File: src/rtl/pool_out_fifo_if.sv
// Handshake bundle between the max-pool output FIFO and its producer/consumer.
// The slave side is the FIFO; the master side drives samples in and drains the head.
interface pool_out_fifo_if #(
    parameter int DATA_WIDTH = 32
);
    logic                  valid_in;
    logic [DATA_WIDTH-1:0] data;
    logic                  ready_in;
    logic [DATA_WIDTH-1:0] data_out;
    logic                  valid_out;
    logic                  row_last;
    logic                  frame_last;
    logic                  full;

    modport master (
        output valid_in, data, ready_in,
        input  data_out, valid_out, row_last, frame_last, full
    );

    modport slave (
        input  valid_in, data, ready_in,
        output data_out, valid_out, row_last, frame_last, full
    );
endinterface

File: src/rtl/pool_out_fifo.sv
// FWFT output FIFO for pooled samples, tagging each with row-end/frame-end position.
// Define POOL_FIFO_OVF_EN to add the sticky `overflow` drop flag output.
module pool_out_fifo #(
    parameter int WIDTH      = 4,
    parameter int HEIGHT     = 4,
    parameter int DEPTH      = 8,
    parameter int DATA_WIDTH = 32
) (
    input  logic            clk,
    input  logic            rst,
    pool_out_fifo_if.slave  bus
`ifdef POOL_FIFO_OVF_EN
    ,
    output logic            overflow
`endif
);
    localparam int AW = $clog2(DEPTH);
    localparam int CW = (WIDTH  > 2) ? $clog2(WIDTH / 2)  : 1;
    localparam int RW = (HEIGHT > 2) ? $clog2(HEIGHT / 2) : 1;
    localparam logic [AW:0]   CNT_FULL = (AW + 1)'(DEPTH);
    localparam logic [CW-1:0] COL_END  = CW'(WIDTH / 2 - 1);
    localparam logic [RW-1:0] ROW_END  = RW'(HEIGHT / 2 - 1);

    // Entry layout: {frame_last, row_last, data}
    logic [DATA_WIDTH+1:0] mem_q [DEPTH];
    logic [DATA_WIDTH+1:0] head;

    logic [AW-1:0] wr_ptr_q, wr_ptr_d;
    logic [AW-1:0] rd_ptr_q, rd_ptr_d;
    logic [AW:0]   cnt_q, cnt_d;
    logic [CW-1:0] col_q, col_d;
    logic [RW-1:0] row_q, row_d;

    logic empty, is_full, wr, rd, tag_rl, tag_fl;

    assign empty   = (cnt_q == '0);
    assign is_full = (cnt_q == CNT_FULL);
    assign rd      = !empty && bus.ready_in;
    assign wr      = bus.valid_in && (!is_full || rd);
    assign tag_rl  = (col_q == COL_END);
    assign tag_fl  = tag_rl && (row_q == ROW_END);

    always_comb begin
        wr_ptr_d = wr_ptr_q;
        rd_ptr_d = rd_ptr_q;
        cnt_d    = cnt_q;
        col_d    = col_q;
        row_d    = row_q;
        if (wr) begin
            wr_ptr_d = wr_ptr_q + AW'(1);
            // Tracker only moves on accepted samples, so a drop's position is reused.
            if (tag_rl) begin
                col_d = '0;
                row_d = tag_fl ? '0 : row_q + RW'(1);
            end else begin
                col_d = col_q + CW'(1);
            end
        end
        if (rd) rd_ptr_d = rd_ptr_q + AW'(1);
        case ({wr, rd})
            2'b10:   cnt_d = cnt_q + (AW + 1)'(1);
            2'b01:   cnt_d = cnt_q - (AW + 1)'(1);
            default: cnt_d = cnt_q;
        endcase
    end

    always_ff @(posedge clk) begin
        if (rst) begin
            wr_ptr_q <= '0;
            rd_ptr_q <= '0;
            cnt_q    <= '0;
            col_q    <= '0;
            row_q    <= '0;
        end else begin
            wr_ptr_q <= wr_ptr_d;
            rd_ptr_q <= rd_ptr_d;
            cnt_q    <= cnt_d;
            col_q    <= col_d;
            row_q    <= row_d;
        end
    end

    // Storage is never cleared; stale entries are hidden by the empty mask below.
    always_ff @(posedge clk) begin
        if (wr) mem_q[wr_ptr_q] <= {tag_fl, tag_rl, bus.data};
    end

    assign head           = mem_q[rd_ptr_q];
    assign bus.valid_out  = !empty;
    assign bus.data_out   = empty ? '0 : head[DATA_WIDTH-1:0];
    assign bus.row_last   = !empty && head[DATA_WIDTH];
    assign bus.frame_last = !empty && head[DATA_WIDTH+1];
    assign bus.full       = is_full;

`ifdef POOL_FIFO_OVF_EN
    logic ovf_q;
    logic drop;

    assign drop = bus.valid_in && is_full && !rd;

    always_ff @(posedge clk) begin
        if (rst)       ovf_q <= 1'b0;
        else if (drop) ovf_q <= 1'b1;
    end

    assign overflow = ovf_q;
`endif
endmodule

File: src/flat_wrapper.sv
// flat-port wrapper written by rule: the top's interface ports become plain ports
module pool_out_fifo_flat 
#(
    parameter int WIDTH      = 4,
    parameter int HEIGHT     = 4,
    parameter int DEPTH      = 8,
    parameter int DATA_WIDTH = 32
)
  (clk, rst, bus_valid_in, bus_data, bus_ready_in, bus_data_out, bus_valid_out, bus_row_last, bus_frame_last, bus_full);
  pool_out_fifo_if #(.DATA_WIDTH(DATA_WIDTH)) bus_i ();
  input  logic clk;
  input  logic rst;
  input wire logic [$bits(bus_i.valid_in)-1:0] bus_valid_in;
  input wire logic [$bits(bus_i.data)-1:0] bus_data;
  input wire logic [$bits(bus_i.ready_in)-1:0] bus_ready_in;
  output wire logic [$bits(bus_i.data_out)-1:0] bus_data_out;
  output wire logic [$bits(bus_i.valid_out)-1:0] bus_valid_out;
  output wire logic [$bits(bus_i.row_last)-1:0] bus_row_last;
  output wire logic [$bits(bus_i.frame_last)-1:0] bus_frame_last;
  output wire logic [$bits(bus_i.full)-1:0] bus_full;
  assign bus_i.valid_in = bus_valid_in;
  assign bus_i.data = bus_data;
  assign bus_i.ready_in = bus_ready_in;
  assign bus_data_out = bus_i.data_out;
  assign bus_valid_out = bus_i.valid_out;
  assign bus_row_last = bus_i.row_last;
  assign bus_frame_last = bus_i.frame_last;
  assign bus_full = bus_i.full;
  pool_out_fifo #(.WIDTH(WIDTH), .HEIGHT(HEIGHT), .DEPTH(DEPTH), .DATA_WIDTH(DATA_WIDTH)) u_core (.clk(clk), .rst(rst), .bus(bus_i));
endmodule
File: config.mk
export PLATFORM = sky130hd
export DESIGN_NAME = pool_out_fifo_flat
export DESIGN_NICKNAME = d
export VERILOG_FILES = /design/src/rtl/pool_out_fifo_if.sv /design/src/rtl/pool_out_fifo.sv /design/src/flat_wrapper.sv
export SDC_FILE = /design/constraint.sdc
export NUM_CORES = 1
export LEC_CHECK = 0
export ABC_AREA = 1
export CORE_MARGIN = 2
export CORE_UTILIZATION = 42
export DETAILED_ROUTE_END_ITERATION = 8
export GPL_TIMING_DRIVEN = 0
export PLACE_DENSITY = 0.56
export SLEW_MARGIN = 10
export SYNTH_ARGS = -nofsm -noshare
export SYNTH_HDL_FRONTEND = slang
export SYNTH_SLANG_ARGS = --single-unit
export TNS_END_PERCENT = 30
File: constraint.sdc
create_clock -name clk -period 7.7 [get_ports clk]
set_input_delay 1.54 -clock clk [delete_from_list [all_inputs] [get_ports clk]]
set_output_delay 1.54 -clock clk [all_outputs]
set_load 0.02 [all_outputs]
# Word-level counts from Yosys, hierarchy flattened

Memory sizes are Yosys's and may differ from the RTL's. A register that Yosys moved wholly into a read port is not among the register bits.
Cells that the tools add are included.

Mux-type cells: 8
Reduce and logical (&&, ||, !) cells: 11
Equality and inequality tests: 3
$add $sub $neg: 6

Operators with widths:

| operator            | count |
|---|---|
| $mux 32             | 1 |
| $pmux 4 s2          | 1 |
| $add 3x1->3 const B | 2 |
| $mux 3              | 2 |
| $logic_and 1x1->1   | 5 |
| $add 4x1->4 const B | 1 |
| $eq 4x4->1 const B  | 1 |
| $logic_not 4->1     | 1 |
| $mux 1              | 4 |
| $sub 4x1->4 const B | 1 |
| $add 1x1->1 const B | 2 |
| $eq 2x1->1 const B  | 1 |
| $eq 2x2->1 const B  | 1 |
| $logic_not 1->1     | 2 |
| $reduce_and 2->1    | 1 |
| $reduce_bool 2->1   | 1 |
| $logic_or 1x1->1    | 1 |

Output and inout port bits: 36
Register bits after elaboration: 12
Word-level logic and storage cells: 34
Memories kept: 1
Bits of input ports: 36
Memory bits (writable): 272

Memory list:

| name         | depth | bits a word | rd ports | clocked after memory_dff | write ports | line                | source |
|---|---|---|---|---|---|---|---|
| u_core.mem_q | 8     | 34          | 1        | 1                        | 1           | pool_out_fifo.sv:25 | `logic [DATA_WIDTH+1:0] mem_q [DEPTH];` |

# Depth between registers and ports, before layout

Gate-level depths: netlist (run 1).

Depth in word-level cells: 7
Gate-level depth with buffers: 14
Depth with buffers taken out: 14

# Worst setup path before layout (run 1)

Ideal clock, no wire load.

Path type: input-to-reg
Start point: input port bus_ready_in
End point: memory u_core.mem_q[0][0] (netlist name) (enable)
Setup time: 0.425 ns
Setup slack: 3.812 ns
Buffers on the path: 0
Arrival: 3.463 ns
Required time: 7.275 ns
Stages on the path: 5
Cells stage by stage: inv_1 -> nand4_1 -> nand2_2 -> or2_4 -> nor2_1

Longest elaborated chain between the ends: 5

RTL lines:

| item                         | line                | source |
|---|---|---|
| start: declaration           | flat_wrapper.sv:15  | `input wire logic [$bits(bus_i.ready_in)-1:0] bus_ready_in;` |
| $logic_and 1x1->1            | pool_out_fifo.sv:38 | `assign rd = !empty && bus.ready_in;` |
| $logic_or 1x1->1             | pool_out_fifo.sv:39 | `assign wr = bus.valid_in && (!is_full \|\| rd);` |
| $logic_and 1x1->1            | pool_out_fifo.sv:39 |  |
| $mux 1                       | pool_out_fifo.sv:85 | `if (wr) mem_q[wr_ptr_q] <= {tag_fl, tag_rl, bus.data};` |
| $mux 1 (implied by the code) | pool_out_fifo.sv:85 |  |
| end: declaration             | pool_out_fifo.sv:25 |  |

Every way passes these cells.

==> impl_metrics.toml, run 1 <==
[run_status]
status = "completed"

[setup_path]
worstPathCellList = "inv_2, clkbuf_1, o21ai_0, o211ai_1, nand2_1, nor2_1, clkdlybuf4s50_1"
arrival_ns = 2.92
worst_setup_path_end_kind = "output port"
cp.required_ns = 6.16
cp_max_fo = 10
critPathLaunchType = "flop"
crit_family = "buffers and inverters"
critPathMaxStageDelay_ns = 0.65
critPathSlowestCell = "clkdlybuf4s50_1"
path_class = "flop to output port"
path_buf_inv = 3

[power_and_ir_drop]
ir_worst_vdd_v = 0.0001429
intPower_mw = 3.198
clockPowerShare_pct = 28.6
p_comb_share_pct = 33.6
cellPowerDensity_nw_per_um2 = 349.9
switching_share_pct = 33.80
seq_power_share_pct = 37.8
power_switching_mw = 1.633
power_leakage_nw = 4.756

[yosys]
netlist_instances = 911
synthDistinctLibCells = 28
yosysWarningCount = 0
syn_avg_cell_area_um2 = 12.56
synth_top_area_cell = "edfxtp_1"
synth.most_common_cell = "edfxtp_1"
synth_nets = 952
yosysSeqAreaShare_pct = 73.98
synth.cells.most_frequent = "edfxtp_1, nor2_1, o21ai_0, nand2_1"
synth_flop_cell = "edfxtp_1"
ys_async_sr_fraction_pct = 0
synth_top_area_share_pct = 71.36
netlist_area_um2 = 11450
synth_area_leaders = "edfxtp_1, nor2_1, o21ai_0"
synth-edff-count = 272
synth-seq-cells = 287

[grt]
first_global_vias = 7191
grt_overflow = 0
grt_pass1_wl_um = 42530
grt_usage_pct = 19.65
antenna_found_initial = 0
grt_max_degree = 22

[die]
die_area_um2 = 28590
core_um2 = 26880
start_util_pct = 42.59
rows = 60
pin_count = 72
die_w_um = 169.1
fp.dieH_um = 169.1

[clocking]
cts_sinks = 287
cts_tree = "built"
cts_setup_buffers = 0
cts_resized = 0
cts-buffers-inserted = 30
clock_path_buffers = 3
cts_root_buf = "clkbuf_16"
clk_pin_slew_ns = 0.06
clk_latency_ns = 0.56
cts_hold_buf = 0
htree_num_levels = 1

[routing]
postRouteAntennaNets = 0
dr.pass1.iters = 5
wire_per_inst_um = 20.35
via_per_inst = 5.358
routed_wl_um = 28220
drc = 0
num_vias = 7431
drtIter0Drc = 532

[placed_design]
gp_congestion = 0.7696
hpwl_um = 17630
place_worst_setup_slack_ns = 3.650
port_buffers = 71

[timing]
setup_viol = 0
worst_slack_ns = 3.238
max_freq_mhz = 224.1
worstMarginPinSlew_ns = 0.8725
finalHoldViolations = 0
drv_slew = 0
fin_crit_sh_pct = 57.95
period_minus_slack_ns = 4.462
finalClockSkew_ns = 0.01592
tns_ns = 0
slew_headroom_pct = 41.70
rsz0062_at_grt = "false"

[layout]
multi_input_comb_area_um2 = 2621
fillers = 2348
nNetsFinal = 1063
syn_to_final_growth_pct = 20.62
register_area_um2 = 8468
num_antenna_cells = 0
drive_above_1_share_pct = 9.465

[min_path]
hold_path.class = "flop to flop"

[job]
drv_cap = 0
worst min-delay path, cell delays in order, from the launching register on:
cell and delay (ns):
dfxtp_1 0.31, inv_1 0.05, a21oi_1 0.07
per-layer routing:
layer / GRT usage, % / wire, µm
met1: 27.88 / 12760
met2: 32.52 / 13390
met3: 2.549 / 1654
met4: 4.645 / 422
met5: 0 / 0
cells by family after synthesis:
kind of cell,count (synthesis),synth area share (%)
AOI/OAI and AO/OA,222,10.85
xor gates and xnor gates,4,0.3061
adders and majority gates,5,0.5466
buffers and inverters,74,3.640
DFF,287,73.98
and+or+nand+nor,319,10.67
flip-flops by register name, indices dropped and copies added (netlist names), named ones only:
register         flops
u_core.mem_q       272
u_core.cnt_q         4
u_core.rd_ptr_q      3
u_core.wr_ptr_q      3
u_core.col_q         1
u_core.row_q         1
metrics by stage:
| stage | instances | hold WS [ns] | utilization (%) | instance area, µm² | power (mW) |
|---|---|---|---|---|---|
| detailed placement | 1331 | 0.4723 | 47.86 | 12860 | 3.492 |
| finish | 1387 | 0.4755 | 51.37 | 13810 | 4.831 |
| floorplan | 911 | 0.4331 | - | 11450 | 2.791 |
| global placement | 1323 | 0.4514 | 46.82 | 12580 | 3.460 |
| global route | 1387 | 0.5035 | 51.37 | 13810 | 5.066 |
| CTS | 1387 | 0.4872 | 51.37 | 13810 | 4.870 |
path summary, 6_finish.rpt:
| check | slack (ns) | to | from | cells after the start |
|---|---|---|---|---|
| setup / recovery | 3.24 | bus_frame_last | flop | 7 |
| hold / removal | 0.48 | u_core.rd_ptr_q[2] | u_core.rd_ptr_q[2] | 2 |
| setup reg to reg | 5.25 | u_core.mem_q[3][0] | u_core.cnt_q[0] | 7 |
| hold reg to reg | 0.48 | u_core.rd_ptr_q[2] | u_core.rd_ptr_q[2] | 2 |
cell type report:
type                    count  area share, %
plain buffers              54          2.474
clock buffers              44          5.963
clock inverters            12         0.8610
inverters                  20         0.5438
multi-input cells         550          18.99
flip-flops and latches    287          61.34
well taps                 341          3.090
repair buffers             79          6.743
layout by cell type, fill, tap and decap left out, drive strengths merged, types with 10 or more instances in the layout:
master / synthesis / routed
edfxtp: 272 / 272
nor2: 256 / 256
o21ai: 144 / 144
clkdlybuf4s50: 0 / 71
clkbuf: 21 / 65
nand2: 55 / 55
buf: 33 / 41
o22ai: 34 / 34
o211ai: 34 / 34
inv: 20 / 20
dfxtp: 15 / 15
a21oi: 10 / 10
clkinv: 0 / 10
power groups by stage:
stage                     clock network [mW]  registers, mW  logic (mW)
after global placement                     0           1.86        1.60
after detailed placement                   0           1.86        1.63
after global routing                    1.46           1.83        1.77
after CTS                               1.40           1.83        1.64
final                                   1.38           1.83        1.62
after floorplan                            0           1.85       0.939
(Power assumes the default switching activity.)
==> run 2: changes to the inputs <==
- clock period: 7.7 -> 4.47 ns (I/O delays scaled with it)
==> results of run 2 <==
The final DEF is identical to that of run 1. Status: completed.
Main changes from that run: setup slack after placement 3.650 ns -> 1.066 ns; setup slack after layout 3.238 ns -> 0.6537 ns; register-to-register setup slack 5.25 ns -> 2.02 ns; total power 4.831 mW -> 8.322 mW; worst IR drop on VDD 0.0001429 V -> 0.0002462 V
==> run 3: changes to the inputs <==
- CTS_CLUSTER_SIZE: default -> 14
- DONT_BUFFER_PORTS: default -> 1
- PLACE_DENSITY: 0.56 -> 0.52
==> run 3 against run 2 <==
Worst setup slack improved by 0.46 ns; global-route usage fell by 0.13 points; clock power grew 2%; final cell count fell by 5.1%; critical path depth down 1.
==> impl_metrics.toml, run 3 (synthesized netlist as in run 1, its figures left out) <==
[routing]
postRouteAntennaNets = 0
routed_wl_um = 27820
via_per_inst = 5.296
num_vias = 6969
dr.pass1.iters = 5
wire_per_inst_um = 21.14
drc = 0
drtIter0Drc = 488

[layout]
layout.cells.non_filler = 1316
largest_reg_flops = 272
layout_common_cells = "edfxtp_1, nor2_1, o21ai_0"
final_common_cell = "edfxtp_1"
drive_above_1_share_pct = 10.67
nNetsFinal = 992
syn_to_final_growth_pct = 14.33
num_antenna_cells = 0
registers.top_by_ff_count = "u_core.mem_q"
fillers = 2388
top_regs = "u_core.mem_q: 272 flops, u_core.cnt_q: 4 flops"
postLayoutCoreUtil_pct = 48.69

[timing]
max_freq_mhz = 297.8
finalClockSkew_ns = 0.005783
hold_ws_ns = 0.4167
fin_crit_sh_pct = 75.11
worstMarginPinSlew_ns = 0.8747
rsz0062_at_grt = "false"
setup_viol = 0
period_minus_slack_ns = 3.358
finalHoldViolations = 0
slew_headroom_pct = 41.15
worst_slack_ns = 1.112
drv_slew = 0

[die]
start_util_pct = 42.59
core_um2 = 26880
die_area_um2 = 28590
pin_count = 72
rows = 60
die_w_um = 169.1
fp.dieH_um = 169.1

[setup_path]
critPathSlowestCell = "clkbuf_1"
worstPathCellList = "inv_1, clkbuf_1, o21ai_0, o22ai_1, nor2_1, nor2_1"
crit_family = "buffers and inverters"
rrSetupSlack_ns = 2.10
critPathCapture = "bus_data_out[4]"
worst_setup_path_end_kind = "output port"
path_class = "flop to output port"
critPathMaxStageDelay_ns = 0.52
worstReg2RegStart = "u_core.cnt_q[0]"
critPathLaunchType = "flop"
rr_worst_depth = 7
cp_max_fo = 10
arrival_ns = 2.46
path_buf_inv = 2
cp.required_ns = 3.58
cp_num_cells = 6
crit_top_cell = "nor2_1"
worstReg2RegEnd = "u_core.mem_q[5][26]"

[power_and_ir_drop]
intPower_mw = 5.113
switching_share_pct = 34.91
power_switching_mw = 2.742
power_leakage_nw = 4.492
seq_power_share_pct = 40.0
ir_worst_vdd_v = 0.0003262
clockPowerShare_pct = 30.9
cellPowerDensity_nw_per_um2 = 600.2
p_comb_share_pct = 29.0

[min_path]
hold_path.class = "input port to flop"

[grt]
grt_usage_pct = 19.51
grt_max_degree = 21
first_global_vias = 6753
grt_overflow = 0
grt_pass1_wl_um = 41630
antenna_found_initial = 0

[clocking]
cts_tree = "built"
cts_setup_buffers = 0
cts_sinks = 287
clock_path_buffers = 3
cts_resized = 0
htree_num_levels = 1
cts_hold_buf = 0
clk_latency_ns = 0.54
cts-buffers-inserted = 30
cts_root_buf = "clkbuf_16"
clk_pin_slew_ns = 0.06

[placed_design]
port_buffers = 0
place_inst = 1260
place_worst_setup_slack_ns = 1.658
gp_congestion = 0.7603
hpwl_um = 17350

[job]
drv_cap = 0

[run_status]
status = "completed"
run 3: worst min-delay path by stage:
stage / slack [ns] / endpoint / cells past startpoint / from
2_1_floorplan: 0.43 / flop / 2 / u_core.rd_ptr_q[2]
3_3_place_gp: 0.46 / u_core.rd_ptr_q[2] / 2 / u_core.rd_ptr_q[2]
3_5_place_dp: 0.45 / u_core.rd_ptr_q[2] / 2 / u_core.rd_ptr_q[2]
4_1_cts: 0.40 / u_core.wr_ptr_q[0] / 1 / rst
5_1_grt: 0.40 / u_core.wr_ptr_q[0] / 1 / rst
6_report: 0.42 / u_core.wr_ptr_q[0] / 1 / rst
run 3: area by class of cell:
class	count	area [µm²]	share of cell area [%]
inverters	20	75.07	0.5737
multi-input cells	550	2621	20.03
clock buffers	35	790.8	6.043
plain buffers	54	341.6	2.610
flip-flops and latches	287	8468	64.71
well taps	341	426.7	3.260
repair buffers	8	190.2	1.453
clock inverters	21	172.7	1.319
run 3: per-stage QoR:
stage / total power [mW] / cell area (µm²) / setup TNS [ns]
after global routing: 8.244 / 13090 / 0
final: 7.855 / 13090 / 0
after CTS: 7.922 / 13090 / 0
after detailed placement: 5.517 / 12120 / 0
after floorplan: 4.808 / 11450 / 0
after global placement: 5.482 / 11870 / -65.54
run 3: power by group through the flow:
| stage | combinational, mW | sequential [mW] | clock (mW) |
|---|---|---|---|
| floorplan | 1.62 | 3.19 | 0 |
| global placement | 2.27 | 3.21 | 0 |
| detailed placement | 2.31 | 3.20 | 0 |
| CTS | 2.32 | 3.15 | 2.46 |
| global route | 2.51 | 3.15 | 2.58 |
| finish | 2.28 | 3.15 | 2.43 |
run 3: routing by layer:
metal / vias up / global-route usage, % / share of wire [%]
li1: 3361 / - / -
met5: - / 0 / 0
met2: 165 / 32.97 / 49
met4: 0 / 4.794 / 1.7
met3: 35 / 3.788 / 5.7
met1: 3408 / 26.18 / 44
